<file path="src/rtl/ble_cfg.sv">
// Basic logic element: K-input LUT feeding one configurable flip-flop, programmed by a serial chain.
// Optional macro BLE_FF_INIT_EN adds a chain bit that presets the flop when the element goes active.
//
//   state    | meaning
//   S_UNCFG  | after reset, nothing loaded, outputs quiet
//   S_LOAD   | shifting a config word in, flop held at 0
//   S_ACTIVE | word complete, LUT/FF operating
module ble_cfg #(
  parameter int K = 4
) (
  input  logic         clk,
  input  logic         rst,
  input  logic         cfg_en,
  input  logic         cfg_in,
  output logic         cfg_out,
  output logic         cfg_done,
  input  logic [K-1:0] a,
  input  logic         ce,
  input  logic         sr,
  output logic         y
);

  localparam int LUT_N = 1 << K;
`ifdef BLE_FF_INIT_EN
  localparam int CFG_W = LUT_N + 5;
`else
  localparam int CFG_W = LUT_N + 4;
`endif
  localparam int CNT_W = $clog2(CFG_W + 1);

  typedef enum logic [1:0] {
    S_UNCFG,
    S_LOAD,
    S_ACTIVE
  } state_t;

  state_t             state_q, state_d;
  logic [CFG_W-1:0]   chain_q, chain_d;
  logic [CNT_W-1:0]   cnt_q, cnt_d;
  logic               q_q, q_d;
  logic [CNT_W-1:0]   cnt_inc;

  logic [LUT_N-1:0]   lut;
  logic               reg_sel, ce_use, sr_use, sr_val;
  logic               lut_out;

  assign lut     = chain_q[LUT_N-1:0];
  assign reg_sel = chain_q[LUT_N];
  assign ce_use  = chain_q[LUT_N+1];
  assign sr_use  = chain_q[LUT_N+2];
  assign sr_val  = chain_q[LUT_N+3];
  assign lut_out = lut[a];

  always_comb begin
    state_d = state_q;
    chain_d = chain_q;
    cnt_d   = cnt_q;
    q_d     = q_q;
    cnt_inc = '0;
    if (cfg_en) begin
      chain_d = {chain_q[CFG_W-2:0], cfg_in};
      // a reload out of ACTIVE restarts the count with this bit as the first
      cnt_inc = (state_q == S_ACTIVE) ? CNT_W'(1) : cnt_q + CNT_W'(1);
      cnt_d   = cnt_inc;
      if (cnt_inc == CNT_W'(CFG_W)) begin
        state_d = S_ACTIVE;
`ifdef BLE_FF_INIT_EN
        q_d     = chain_d[LUT_N+4];
`else
        q_d     = 1'b0;
`endif
      end else begin
        state_d = S_LOAD;
        q_d     = 1'b0;
      end
    end else if (state_q == S_ACTIVE) begin
      if (sr_use && sr) begin
        q_d = sr_val;
      end else if (!ce_use || ce) begin
        q_d = lut_out;
      end
    end
  end

  always_ff @(posedge clk) begin
    if (!rst) begin
      state_q <= S_UNCFG;
      chain_q <= '0;
      cnt_q   <= '0;
      q_q     <= 1'b0;
    end else begin
      state_q <= state_d;
      chain_q <= chain_d;
      cnt_q   <= cnt_d;
      q_q     <= q_d;
    end
  end

  assign cfg_done = (state_q == S_ACTIVE);
  assign cfg_out  = chain_q[CFG_W-1];
  assign y        = cfg_done ? (reg_sel ? q_q : lut_out) : 1'b0;

endmodule
</file>
<file path="config.mk">
export PLATFORM = sky130hd
export DESIGN_NAME = ble_cfg
export DESIGN_NICKNAME = d
export VERILOG_FILES = /design/src/rtl/ble_cfg.sv
export SDC_FILE = /design/constraint.sdc
export NUM_CORES = 1
export LEC_CHECK = 0
export CORE_MARGIN = 2
export CORE_UTILIZATION = 30
export DETAILED_ROUTE_END_ITERATION = 10
export PLACE_DENSITY = 0.51
export SLEW_MARGIN = 20
export SYNTH_ARGS = -nofsm -noshare
export SYNTH_HDL_FRONTEND = slang
export SYNTH_SLANG_ARGS = --single-unit
</file>
<file path="constraint.sdc">
create_clock -name clk -period 2 [get_ports clk]
set_input_delay 0.2 -clock clk [delete_from_list [all_inputs] [get_ports clk]]
set_output_delay 0.2 -clock clk [all_outputs]
set_load 0.01 [all_outputs]
</file>
==> qor.txt, run 1 <==
TNS Setup -> 0 ns
initial antenna violation count -> 0
post-route clock skew -> 0.003778 ns
final slew viol count -> 0
clock buffer depth -> 2
most common cell after layout, fill and taps aside -> dfxtp_1
IO Pins -> 13
DRC -> 0
Worst Path Buf+Inv -> 1
pwr dens -> 722.3 nW/µm²
Remaining Overflow, GRT -> 0
Worst Reg2Reg Path Length in Cells -> 4
Rel. slew slack -> 76.97%
Final HPWL DP -> 1747 µm
Avg Inst Size Synth -> 9.809 µm²
syn nets -> 142
Total GRT Usage -> 10.85%
worst skew pair latency -> 0.28 ns
Seq/Total Area, Yosys -> 43.62%
LEAKAGE -> 0.6185 nW
RSZ-0062 raised after global routing -> no
Clock Sinks -> 28
CP Depth -> 5
crit path launch -> chain_q[10]$_SDFFE_PN0P_
synthesized cell area -> 1285 µm²
FF-to-FF setup slack -> 0.66 ns
row count -> 23
Die Span Y -> 69.45 µm
fin crit period -> 1.912 ns
main combinational cell family by area after synthesis -> multiplexers
DRT iter0 DRCs -> 32
die area -> 4823 µm²
status -> completed
Synth Warn # -> 0
CTS tree -> built
H-tree levels -> 1
Root Driver -> clkbuf_8
Worst path slowest cell -> mux4_1
Final Hold Vio Count -> 0
Synth cell types -> 31
Max-cap violations -> 0
Final period util -> 95.58%
vias -> 946
Vias/cell -> 4.876
I/O Buffers -> 12
DRT Pass-1 Iters -> 4
CTS Hold Bufs -> 0
ANT cells -> 0
Top delay family on crit path -> multiplexers
Synth-to-Final Area Change -> 18.89%
Post-Synthesis Cells -> 131
antenna-violating nets left -> 0
Wirelength per Cell -> 12.47 µm
Post-Route WL -> 2420 µm
Hold Path Class -> reg2reg
Final nets -> 156
Worst-path clk slew -> 0.10 ns
Critical Path Sink -> y
number of CTS-inserted buffers -> 3
WP data required -> 1.80 ns
Final setup viols -> 0
Adder-Cell Fraction of Synth Area -> 0.9737%
Crit Reg-Reg Startpoint -> cnt_q[0]$_SDFFE_PN0P_
core area -> 4058 µm²
Worst Tran Pin Value -> 0.3447 ns
pre-CTS WS -> -0.3324 ns
first-pass GRT wire length -> 4264 µm
worst reg2reg path endpoint -> state_q[1]$_SDFFE_PN0P_
vias in the first global route -> 939
CP max FO -> 3
mux contribution to synthesized area -> 23.17%
critical path data arrival time -> 1.71 ns
final worst slack -> 0.08846 ns
post-synthesis simple-gate area fraction -> 15.09%
worst path cell trace -> mux4_1, nor2_1, o22a_2, a21oi_1, dlygate4sd2_1
Synth Area in XOR/XNOR -> 1.363%
filler cell count -> 392
max frequency -> 523.1 MHz
most frequent cells in the layout -> 25 x dfxtp_1, 22 x nor2_1, 20 x mux2i_1
CP Launch Type -> flip-flop
CP Class -> reg2out
synthesized flop and latch total -> 28
largest net degree at the start of global routing -> 25
largest stage delay on the critical path -> 0.49 ns
initial core utilization -> 31.67%
Worst Hold Slack -> 0.5029 ns
Worst IR Drop VDD -> 0.3913 mV
GP Congestion -> 0.7226
layout cells sized above 1 -> 14.58%
Synth Area in Compound Gates -> 10.81%
crit end category -> output pin
Die X -> 69.45 µm
[power breakdown]
group | internal, mW | total, mW | switching (mW)
sequential | 0.565 | 0.571 | 0.00614
clock | 0.268 | 0.447 | 0.179
combinational | 0.0450 | 0.0856 | 0.0406
[metrics by stage]
step           utilization, %  std cells  power (mW)  area [µm²]
2_1_floorplan               -        131      0.6373        1285
3_3_place_gp            35.89        190      0.6685        1456
3_5_place_dp            35.89        190      0.6698        1456
4_1_cts                 37.50        194       1.119        1521
5_1_grt                 37.65        194       1.152        1528
6_report                37.65        194       1.104        1528
[synth_stat cells]
library cell	instances	area (µm²)
xnor2_1	2	17.52
dfxtp_1	28	560.5
nor2_1	23	86.33
buf_2	3	15.01
inv_1	3	11.26
o221ai_1	2	17.52
o21a_1	2	15.01
nor3_1	1	5.000
mux2i_1	20	200.2
clkbuf_1	3	11.26
buf_6	2	22.52
a31oi_1	1	6.260
or4_1	1	7.510
a32oi_1	1	8.760
mux2_2	4	45.04
nand2_1	4	15.01
nand3_1	4	20.02
ha_1	1	12.51
o32ai_1	1	8.760
nand2b_1	5	31.28
nand4b_1	1	8.760
o21ai_0	5	25.02
a21oi_1	5	25.02
a2111oi_2	1	15.01
nand3b_1	1	7.510
o22a_2	1	10.01
inv_2	1	3.750
and2_1	1	6.260
a21boi_0	1	7.510
nor2b_1	1	6.260
mux4_1	2	52.55
[metal layers]
metal / global-route usage [%] / part of all wire, % / vias to the layer above / wire length, µm
li1: - / - / 484 / -
met1: 13.80 / 49 / 442 / 1180
met2: 16.77 / 46 / 15 / 1103
met3: 2.762 / 3.7 / 5 / 90
met4: 5.882 / 1.9 / 0 / 46
met5: 0 / 0 / - / 0
[worst min-delay path by stage]
stage / start / to / slack (ns) / cells after the start
4_1_cts: cnt_q[1]$_SDFFE_PN0P_ / cnt_q[1]$_SDFFE_PN0P_ / 0.50 / 2
3_5_place_dp: cnt_q[1]$_SDFFE_PN0P_ / cnt_q[1]$_SDFFE_PN0P_ / 0.49 / 2
6_report: chain_q[6]$_SDFFE_PN0P_ / chain_q[6]$_SDFFE_PN0P_ / 0.50 / 2
3_3_place_gp: state_q[0]$_SDFFE_PN0P_ / state_q[0]$_SDFFE_PN0P_ / 0.47 / 2
5_1_grt: cnt_q[1]$_SDFFE_PN0P_ / cnt_q[1]$_SDFFE_PN0P_ / 0.54 / 2
2_1_floorplan: rst / state_q[1]$_SDFFE_PN0P_ / 0.32 / 1
[tightest hold or removal path, delay by kind of cell (launching register included)]
| kind | cells | cell delay, ns |
|---|---|---|
| muxes | 1 | 0.06 |
| and+or+nand+nor | 1 | 0.07 |
| DFF | 1 | 0.34 |
[sequential cells by signal, indices dropped and copies added (netlist names)]
| name | cells |
|---|---|
| cnt_q | 5 |
| chain_q | 20 |
| state_q | 2 |
| q_q | 1 |
[cell families after synthesis]
group                      after synthesis
xor gates and xnor gates                 2
adders and majority gates                1
muxes                                   26
AOI/OAI and AO/OA                       20
buffers and inverters                   12
DFF                                     28
and+or+nand+nor                         42
[final cells by class]
type	count	area [µm²]	share of cell area, %
multi-input combinational	91	659.4	43.16
clock inverter	1	30.03	1.966
timing repair buffer	17	155.1	10.16
sequential	28	564.3	36.94
clock buffer	3	41.29	2.703
tap	50	62.56	4.095
inverter	4	15.01	0.9828
[repair_timing]
item	4_1_cts	5_1_grt
endpoints found under the setup margin	1	1
pin swaps	0	1
gates resized for setup	3	4
buffers inserted	0	0
(Power assumes the default switching activity.)
==> run 2, diff against run 1 <==
- CELL_PAD_IN_SITES_DETAIL_PLACEMENT: not set -> 0
- CELL_PAD_IN_SITES_GLOBAL_PLACEMENT: not set -> 2
- CTS_CLUSTER_SIZE: not set -> 30
- PLACE_DENSITY: 0.51 -> 0.74
- clock period: 2 -> 1.6 ns (I/O delays scaled with it)
==> run 2 against run 1 <==
Net effect: the run now ends with setup timing left; register-to-register slack got worse by 0.43 ns; total power rose by 15%; final cell count rose by 9.8%; largest cell class unchanged; routed wire length is 12% higher; clock power shrank 1%; first-iteration DRC count decreased by 3.1%; global-route usage grew 0.94 points; combinational power is 39% higher; clock skew down 0.0012 ns; die area stayed put; critical path depth unchanged.
==> qor.txt, run 2 (synthesis gave the netlist of run 1 again) <==
CTS Hold Bufs -> 0 (unchanged)
DRT Pass-1 Iters -> 4 (unchanged)
Worst Reg2Reg Path Length in Cells -> 5 (+1)
largest net degree at the start of global routing -> 25 (unchanged)
RSZ-0062 raised after global routing -> yes
max frequency -> 580.0 MHz
CTS tree -> built
clock power share -> 34.6% (-5.9 points)
I/O Buffers -> 12 (unchanged)
Worst IR Drop VDD -> 0.3730 mV (-4.7%)
P_int -> 0.9911 mW (+13%)
Post-Route WL -> 2702 µm (+12%)
Crit Reg-Reg Startpoint -> chain_q[2]$_SDFFE_PN0P_
ANT cells -> 0 (unchanged)
CP max FO -> 3 (unchanged)
Largest Register -> chain_q
biggest registers after layout -> chain_q x20, cnt_q x5, state_q x2
Final setup viols -> 1 (+1)
Worst Tran Pin Value -> 0.3662 ns (+0.02153 ns)
WHS Path Cells -> 3 (+1)
Total GRT Usage -> 11.80% (+0.94 points)
Wirelength per Cell -> 12.69 µm (+1.7%)
hold path endpoint -> chain_q[0]$_SDFFE_PN0P_
final slew viol count -> 0 (unchanged)
combinational share of power -> 9.3% (+1.5 points)
status -> finished with violations
CP Class -> reg2out
DRC -> 0 (unchanged)
layout cells sized above 1 -> 25.77% (+11 points)
Synth-to-Final Area Change -> 28.53%
Worst-path clk slew -> 0.09 ns (about the same)
Max-cap violations -> 0 (unchanged)
Sequential Power Share -> 56.0% (+4.3 points)
number of CTS-inserted buffers -> 3 (unchanged)
worst reg2reg path endpoint -> q_q$_SDFFE_PP0P_
pre-CTS WS -> -0.6814 ns (-0.3490 ns)
Clock Sinks -> 28 (unchanged)
filler cell count -> 397 (+1.3%)
CP Launch Type -> flip-flop
Final Hold Vio Count -> 0 (unchanged)
Inst Count DP -> 207 (+8.9%)
Final period util -> 107.8%
H-tree levels -> 1 (unchanged)
worst skew pair latency -> 0.28 ns (about the same)
initial antenna violation count -> 0 (unchanged)
Rel. slew slack -> 75.58% (-1.4 points)
switching pwr -> 0.2822 mW (+25%)
Die Span Y -> 69.45 µm (unchanged)
Vias/cell -> 4.732 (-3.0%)
antenna-violating nets left -> 0 (unchanged)
Die X -> 69.45 µm (unchanged)
Root Driver -> clkbuf_8
critical path data arrival time -> 1.56 ns (-0.15 ns)
FF-to-FF setup slack -> 0.23 ns (-0.43 ns)
first-pass GRT wire length -> 4540 µm (+6.5%)
DRT iter0 DRCs -> 31 (-3.1%)
vias -> 1008 (+6.6%)
switching portion of total power -> 22.17% (+1.7 points)
row count -> 23 (unchanged)
vias in the first global route -> 948 (+0.96%)
fin crit period -> 1.724 ns
pwr dens -> 771.0 nW/µm² (+6.7%)
clock buffer depth -> 2 (unchanged)
max reg flops -> 20 (unchanged)
number of standard cells in the layout, taps in and fillers out -> 213 (+9.8%)
Final HPWL DP -> 1999 µm (+14%)
WP data required -> 1.44 ns (-0.36 ns)
core area -> 4058 µm² (unchanged)
post-route clock skew -> 0.002536 ns (-0.001242 ns)
Final nets -> 175 (+12%)
die area -> 4823 µm² (unchanged)
IO Pins -> 13 (unchanged)
most frequent cells in the layout -> 24 x dfxtp_1, 24 x buf_4, 23 x nor2_1
failing checks -> setup timing
Hold Path Class -> in2reg
Worst Hold Slack -> 0.4859 ns (-0.01700 ns)
crit end category -> output pin
LEAKAGE -> 0.7151 nW (+16%)
hold path start -> cfg_in
final worst slack -> -0.1241 ns (-0.2125 ns)
initial core utilization -> 31.67% (unchanged)
GP Congestion -> 0.7303 (+1.1%)
Remaining Overflow, GRT -> 0 (unchanged)
-- run 2: power groups by stage --
stage	clock network, mW	registers (mW)	logic [mW]
floorplan	0	0.727	0.0696
global placement	0	0.729	0.114
detailed placement	0	0.729	0.117
CTS	0.455	0.713	0.119
global route	0.477	0.715	0.131
finish	0.441	0.713	0.119
-- run 2: what timing repair did --
action,4_1_cts,5_1_grt
pin swaps,3,2
resized for setup,11,1
endpoints found under the setup margin,2,1
setup buffers,2,0
-- run 2: final cells by class --
type                    instances  area [µm²]  area share [%]
well taps                      50       62.56           3.788
inverters                       4       15.01          0.9091
flip-flops and latches         28       565.5           34.24
clock buffers                   4       55.05           3.333
repair buffers                 36       292.8           17.73
multi-input cells              91       660.6           40.00
-- run 2: through the flow --
| stage | setup TNS, ns | area (µm²) | power, mW | utilization (%) |
|---|---|---|---|---|
| 2_1_floorplan | 0 | 1285 | 0.7967 | - |
| 3_3_place_gp | -0.7474 | 1584 | 0.8426 | 39.04 |
| 3_5_place_dp | -0.8628 | 1584 | 0.8460 | 39.04 |
| 4_1_cts | -0.1374 | 1648 | 1.288 | 40.61 |
| 5_1_grt | -0.1721 | 1652 | 1.323 | 40.70 |
| 6_report | -0.1241 | 1652 | 1.273 | 40.70 |
-- run 2: layer usage --
layer  global-route usage (%)  part of all wire (%)
met2                    19.12                    47
met5                        0                     0
met3                    2.180                   3.3
met1                    14.96                    48
met4                    5.882                   1.9
-- run 2: how the worst max path moves through the flow --
stage,startpoint,to,slack [ns],cells after the start
floorplan,state_q[0]$_SDFFE_PN0P_,q_q$_SDFFE_PP0P_,0.31,6
global placement,a[2],y,-0.63,6
detailed placement,a[2],y,-0.68,7
CTS,chain_q[12]$_SDFFE_PN0P_,y,-0.14,5
global route,chain_q[12]$_SDFFE_PN0P_,y,-0.17,5
finish,chain_q[2]$_SDFFE_PN0P_,y,-0.12,5
-- run 2: critical path, cell delays in order (launching register included) --
cell and delay (ns):
dfxtp_2 0.34, mux4_1 0.48, nor2_1 0.10, o22a_2 0.18, a21oi_2 0.05, buf_2 0.14
==> run 3, diff against run 2 <==
- ABC_CLOCK_PERIOD_IN_PS: not set -> 1600
==> results of run 3 <==
Final layout, timing and power as in run 2 (identical DEF).
